<file path="config.mk">
export PLATFORM = sky130hd
export DESIGN_NAME = call_stack
export DESIGN_NICKNAME = d
export VERILOG_FILES = /design/src/rtl/call_stack.sv
export SDC_FILE = /design/constraint.sdc
export NUM_CORES = 1
export LEC_CHECK = 0
export CAP_MARGIN = 0
export CORE_MARGIN = 5
export CORE_UTILIZATION = 40
export CTS_CLUSTER_SIZE = 30
export DETAILED_ROUTE_END_ITERATION = 16
export GPL_ROUTABILITY_DRIVEN = 0
export PLACE_DENSITY_LB_ADDON = 0.05
export SKIP_LAST_GASP = 1
export SYNTH_ARGS = -nofsm -noshare
export SYNTH_HDL_FRONTEND = slang
export SYNTH_SLANG_ARGS = --single-unit
</file>
<file path="constraint.sdc">
create_clock -name CLK -period 2.91 [get_ports CLK]
set_clock_uncertainty 0.2 [all_clocks]
set_input_delay 0.582 -clock CLK [delete_from_list [all_inputs] [get_ports CLK]]
set_output_delay 0.582 -clock CLK [all_outputs]
set_load 0.01 [all_outputs]
</file>
<file path="src/rtl/call_stack.sv">
// call_stack: parametrised LIFO for CALL return addresses and PUSH/POP data.
// Latency: an operation is visible on the outputs the cycle after its clock edge.
// Backpressure: none; a push on a full stack sets OVF and a pop on an empty stack sets UDF.
//
// Ports:
//   CLK, RST            clock, synchronous active-high reset
//   PUSH, POP, ERR_CLR  commands (PUSH+POP on a non-empty stack replaces the top entry)
//   DATA_IN             value to push
//   DATA_OUT            top of stack, 0 when empty
//   COUNT, EMPTY, FULL  occupancy status
//   OVF, UDF            sticky overflow / underflow flags
//
// Build option: define CALL_STACK_WRAP_EN so that a push on a full stack
// overwrites the oldest entry instead of being dropped.
module call_stack #(
    parameter int DATA_WIDTH = 8,
    parameter int PTR_WIDTH  = 3
) (
    input  logic                  CLK,
    input  logic                  RST,
    input  logic                  PUSH,
    input  logic                  POP,
    input  logic                  ERR_CLR,
    input  logic [DATA_WIDTH-1:0] DATA_IN,
    output logic [DATA_WIDTH-1:0] DATA_OUT,
    output logic [PTR_WIDTH:0]    COUNT,
    output logic                  EMPTY,
    output logic                  FULL,
    output logic                  OVF,
    output logic                  UDF
);
    localparam int DEPTH = 2 ** PTR_WIDTH;

    localparam logic [PTR_WIDTH:0]   CNT_ONE  = 1;
    localparam logic [PTR_WIDTH:0]   CNT_FULL = {1'b1, {PTR_WIDTH{1'b0}}};
    localparam logic [PTR_WIDTH-1:0] PTR_ONE  = 1;

    logic [DATA_WIDTH-1:0] mem_q [DEPTH];

    logic [PTR_WIDTH-1:0] base_q, base_d;
    logic [PTR_WIDTH:0]   count_q, count_d;
    logic                 ovf_q, ovf_d;
    logic                 udf_q, udf_d;

    logic                 empty, full;
    logic [PTR_WIDTH-1:0] top_idx, push_idx, wr_idx;
    logic                 wr_en;
    logic                 ovf_ev, udf_ev;

    assign empty = (count_q == '0);
    assign full  = (count_q == CNT_FULL);

    // When full, the low count bits are zero, so top = base - 1 mod DEPTH,
    // which is the newest entry sitting just behind the oldest one.
    assign top_idx  = base_q + count_q[PTR_WIDTH-1:0] - PTR_ONE;
    assign push_idx = base_q + count_q[PTR_WIDTH-1:0];

    always_comb begin
        base_d  = base_q;
        count_d = count_q;
        wr_en   = 1'b0;
        wr_idx  = top_idx;
        ovf_ev  = 1'b0;
        udf_ev  = 1'b0;

        if (PUSH && POP && !empty) begin
            // Replace top: count and flags untouched.
            wr_en  = 1'b1;
            wr_idx = top_idx;
        end else if (PUSH) begin
            // PUSH alone, or PUSH+POP on an empty stack (no underflow then).
            if (!full) begin
                wr_en   = 1'b1;
                wr_idx  = push_idx;
                count_d = count_q + CNT_ONE;
            end else begin
                ovf_ev = 1'b1;
`ifdef CALL_STACK_WRAP_EN
                // The slot after top is the oldest entry; overwrite it and
                // advance base so the new value becomes top.
                wr_en  = 1'b1;
                wr_idx = base_q;
                base_d = base_q + PTR_ONE;
`endif
            end
        end else if (POP) begin
            if (!empty) begin
                count_d = count_q - CNT_ONE;
            end else begin
                udf_ev = 1'b1;
            end
        end

        // A new event in the same cycle as ERR_CLR keeps the flag set.
        ovf_d = ovf_ev | (ovf_q & ~ERR_CLR);
        udf_d = udf_ev | (udf_q & ~ERR_CLR);
    end

    always_ff @(posedge CLK) begin
        if (RST) begin
            base_q  <= '0;
            count_q <= '0;
            ovf_q   <= 1'b0;
            udf_q   <= 1'b0;
        end else begin
            base_q  <= base_d;
            count_q <= count_d;
            ovf_q   <= ovf_d;
            udf_q   <= udf_d;
        end
    end

    // Array contents survive reset; only the pointers are cleared.
    always_ff @(posedge CLK) begin
        if (!RST && wr_en) begin
            mem_q[wr_idx] <= DATA_IN;
        end
    end

    assign DATA_OUT = empty ? '0 : mem_q[top_idx];
    assign COUNT    = count_q;
    assign EMPTY    = empty;
    assign FULL     = full;
    assign OVF      = ovf_q;
    assign UDF      = udf_q;
endmodule

</file>
==> run summary <==
maximum clock frequency = 357 MHz
Multi-input gate area = 927 sq um
DRC viols = 0
Vias = 1833
Post-synth EDFFs = 64
final core utilization = 52.7%
Global Route Usage Sum = 14.3%
Slew Limit Fails = 0
fraction of layout cells with a size suffix above 1 = 26.1%
worst slew pin tran = 709 ps
status = complete, no violations
top cells by area, synth = edfxtp_1 63%, mux4_2 12%, dfxtp_1 3.9%
Post-Route WL = 6670 um
share of the synthesized area in the top cell type = 63.0%
post-synthesis cell count = 192
initial antenna violation count = 0
io pins = 29
crit path time final = 2800 ps
Area Overhead vs Synth = 26.7%
ys flop type = edfxtp_1
overflow left after global routing = 0
Final Hold Fails = 0
routed length on met3 = 377 um
Mapped Nets = 209
M1 WL = 2990 um
Worst-Skew Late Latency = 330 ps
critical path data required time = 2130 ps
core area = 7330 sq um
WL met2 = 3260 um
initial DRC count = 108
Buffers on Ports = 28
Seq/Total Area, Yosys = 66.9%
H-tree Lvls = 3
highest routed layer = met4
endpoint class of the critical path = output pin
Die Footprint = 9470 sq um
final setup TNS = 0 ps
kind of critical path = register to output pin
first-pass GRT wire length = 10300 um
Starting Density = 41.6%
synthesis-stage register bit count = 70
setup violators final = 0
count leader, synth = edfxtp_1
Commonest cells post-synth = 64 x edfxtp_1, 21 x nor2_1, 19 x nand2_1
Root Driver = clkbuf_8
Synth cell types = 36
DP Cell Count = 339
Final Cycle Share = 96.3%
Synth area leader = edfxtp_1
Arr. time, crit path = 2020 ps
LEAKAGE = 1.36 nW
num rows = 31
die height = 97.3 um
CTS buffer count = 9
register area = 2040 sq um
post-synthesis async set-or-reset flop share = 0%
Finished Layout Cells = 356
Post-Syn Area per Cell = 15.9 sq um
class of the worst hold path = register to register
startpoint types = register
Clock Sink Count = 70
DRT antenna net count = 0
largest net degree at the start of global routing = 21
placed wire-length estimate = 4490 um
worst relative slew slack = 52.6%
fillers = 615
post-cts hold buffer count = 0
clock tree buffer depth = 2
max cap viols = 0
Max Fanout on Critical Path = 10
clock-pin slew on the worst setup and hold paths = 80 ps
routed len/inst = 18.7 um
number of antenna diodes = 0
die width = 97.3 um
Ys Warns = 0
Mapped Area = 3050 sq um
via density per instance = 5.15
vias in the first global route = 1837
CTS tree = built
number of nets in the layout = 269
PwrDens = 1070 nW/um^2
Max rail drop VDD = 0.000470 V
first-pass iteration count of the detailed router = 4
cells in the final DEF, fill, tap and decap left out, types with 3 or more instances in the layout:
| cell type | instances |
|---|---|
| a21oi_1 | 12 |
| buf_4 | 27 |
| clkbuf_8 | 9 |
| clkdlybuf4s50_1 | 20 |
| dfxtp_1 | 6 |
| dlygate4sd2_1 | 8 |
| edfxtp_1 | 64 |
| inv_1 | 6 |
| mux2i_1 | 5 |
| mux4_2 | 16 |
| nand2_1 | 19 |
| nand3_1 | 4 |
| nor2_1 | 21 |
| o21ai_0 | 3 |
stage by stage:
step | setup slack (ps) | hold slack (ps) | total power (W) | area [sq um]
4_1_cts | 47.4 | 312 | 0.00406 | 3830
3_5_place_dp | 54.5 | 293 | 0.00328 | 3610
3_3_place_gp | 174 | 287 | 0.00326 | 3610
6_report | 108 | 307 | 0.00412 | 3870
2_1_floorplan | 180 | 313 | 0.00243 | 3050
5_1_grt | -6.53 | 325 | 0.00437 | 3870
per-layer routing:
layer / GRT usage (%) / vias to the layer above
met4: 4.15 / 0
met5: 0 / -
met2: 23.0 / 55
met1: 18.7 / 912
met3: 4.74 / 6
li1: - / 860
sequential cells by signal, indices dropped and copies added (netlist names):
name,count
mem_q,64
OVF,1
UDF,1
COUNT,4
worst paths after layout:
path / cells after the start / slack (ps) / startpoint / to
worst min register to register: 2 / 310 / UDF / UDF
worst min-delay path: 2 / 310 / UDF / UDF
worst max-delay path: 7 / 110 / COUNT[0] / DATA_OUT[1]
worst max register to register: 6 / 480 / COUNT[0] / mem_q[3][7]
kinds of logic (layout without fill, tap and decap cells):
kind of cell | after synthesis | after routing | share of synthesized area (%)
xor+xnor | 4 | 4 | 1.15
fa+ha+maj | 4 | 4 | 1.89
flops | 70 | 70 | 66.9
simple gates | 52 | 52 | 7.59
buf+inv | 15 | 80 | 3.08
mux | 22 | 22 | 13.8
compound gates | 25 | 25 | 5.54
what timing repair did:
item | 4_1_cts | 5_1_grt
endpoints found under the setup margin | 9 | 3
gates resized for setup | 9 | 2
cloned | 0 | 1
setup buffers | 0 | 0
report_power, final:
part / internal (W) / switching (W) / total [W]
clock network: 0.000485 / 0.000373 / 0.000858
registers: 0.00121 / 0.0000575 / 0.00127
logic: 0.000979 / 0.00101 / 0.00199
critical path, stage by stage (launching register included):
cell and delay, ps:
dfxtp_1 380, inv_1 110, ha_4 310, buf_12 140
mux4_2 310, nand2_1 100, a21oi_1 60, dlygate4sd2_1 280
layout make-up:
class / instances / area share, %
Timing Repair Buffer: 58 / 13.7
Clock inverter: 7 / 2.52
Tap cell: 99 / 3.20
Clock buffer: 9 / 3.20
Sequential cell: 70 / 52.8
Inverter: 6 / 0.583
Multi-Input combinational cell: 107 / 24.0
(Power assumes the default switching activity.)
==> variant, RTL diff (same settings) <==
`DATA_WIDTH`: 8 -> 9.
--- a/src/rtl/call_stack.sv
+++ b/src/rtl/call_stack.sv
@@ -13,7 +13,7 @@
 // Build option: define CALL_STACK_WRAP_EN so that a push on a full stack
 // overwrites the oldest entry instead of being dropped.
 module call_stack #(
-    parameter int DATA_WIDTH = 8,
+    parameter int DATA_WIDTH = 9,
     parameter int PTR_WIDTH  = 3
 ) (
     input  logic                  CLK,
Interface: changed (resized DATA_IN and DATA_OUT); port bits go from 29 to 31. The function was not compared with the original's and may differ.
==> variant against the original RTL <==
  * Power rose by 8.6%
  * Final area rose by 7.8%
  * Critical path type unchanged
  * Setup slack got worse by 36 ps
  * Core utilization fell by 1.8 points
  * First-iteration DRC count rose by 8.3%
  * Largest power group unchanged
  * Routed wire length rose by 10%
  * Sequential cell count rose by 8
  * Area after synthesis rose by 9.7%
  * Sequential share of layout area rose by 2.0 points
==> variant: results (changes against the original RTL) <==
.. list-table::
   :header-rows: 1

   * - Metric
     - Value
   * - Start point of the worst min-delay path
     - OVF
   * - Minimum setup slack among reg-to-reg paths
     - 300 ps (-180 ps)
   * - Switching part of the total
     - 34.1% (-0.93 points)
   * - Share of post-route cells with drive strength above 1
     - 25.6% (-0.51 points)
   * - Fin nets
     - 280 (+4.1%)
   * - Relative max-transition margin
     - 38.8% (-14 points)
   * - Largest register FFs
     - 72 (+13%)
   * - Net count of the mapped netlist
     - 222 (+6.2%)
   * - Met1 layer wirelength in the final routing
     - 3240 µm (+8.3%)
   * - Final HPWL DP
     - 4890 µm (+9.1%)
   * - DRC violation total after the first TritonRoute iteration
     - 117 (+8.3%)
   * - Multiplexer share of the synthesized area
     - 13.9% (+0.12 points)
   * - Global Route Usage Sum
     - 15.3% (+0.94 points)
   * - Via count normalized by instance count
     - 5.42 (+5.3%)
   * - Distinct cells, synth
     - 35 (-2.8%)
   * - Final Instance Count excl. Fillers
     - 371 (+4.2%)
   * - Endpoint of the worst register-to-register path
     - mem_q[7][4]
   * - Synthesized-area fraction occupied by ao, oa, aoi and oai cells
     - 4.93% (-0.60 points)
   * - Buffers on Ports
     - 30 (+7.1%)
   * - Outcome
     - completed
   * - Commonest cells in the synthesized netlist
     - edfxtp_1 (72), nand2_1 (21), nor2_1 (20)
   * - Via count of the first global-routing pass
     - 2048 (+11%)
   * - Number of cells after detailed placement
     - 354 (+4.4%)
   * - CP max FO
     - 11 (+1)
   * - Later-pin clock latency in the skew report
     - 350 ps (+20 ps)
   * - Final wirelength
     - 7350 µm (+10%)
   * - Area share of fa/ha/maj cells after synthesis
     - 1.72% (-0.17 points)
   * - Fill cell instance count of the final layout
     - 710 (+15%)
   * - End point of the worst hold path
     - OVF
   * - Routed length on met2
     - 3630 µm (+11%)
## variant: changes by cell type after synthesis, moves of 2 or more
cell,unedited run,this run
edfxtp_1,64,72
buf_6,2,4
nand2_1,19,21
nand3_1,4,2
mux4_2,16,18
## variant: stage by stage
stage                     cell area, µm²  setup slack (ps)  utilization (%)  hold slack (ps)
final                               4170              72.2             51.0              305
after global routing                4170             -1.71             51.0              337
after CTS                           4160             0.625             50.9              306
after detailed placement            3920             -46.4             47.9              285
after global placement              3920             -19.7             47.9              282
after floorplan                     3350              61.2                -              313
## variant: what timing repair did
action	CTS	global route
endpoints found under the setup margin	10	4
pin swaps	0	0
gates resized for setup	14	1
setup buffers	0	1
cloned	1	0
## variant: layout make-up
class                   instances  area (µm²)  area share (%)
flip-flops and latches         78        2280            54.8
multi-input cells             111         988            23.7
repair buffers                 56         537            12.9
clock buffers                  11         131            3.15
well taps                     105         131            3.15
clock inverters                 4        72.6            1.74
inverters                       6        22.5           0.540
## variant: power groups by stage
stage               combinational [mW]  sequential (mW)  clock, mW
finish                            2.22             1.40      0.858
global route                      2.42             1.42      0.926
CTS                               2.25             1.41      0.879
detailed placement                2.20             1.43          0
global placement                  2.19             1.42          0
floorplan                         1.23             1.43          0
## variant: cells by family after synthesis
group | count (synthesis)
AO/OA/AOI/OAI | 25
XOR/XNOR | 4
adder cells (fa/ha/maj) | 4
buffers and inverters | 15
flip-flops | 78
multiplexers | 24
AND/OR/NAND/NOR | 54
## variant: worst max-delay path: stages (launching register included)
cell,delay [ps]
dfxtp_2,340
inv_1,70
ha_4,290
bufbuf_16,280
mux4_2,290
nand2_1,70
a21oi_1,70
dlygate4sd2_1,290
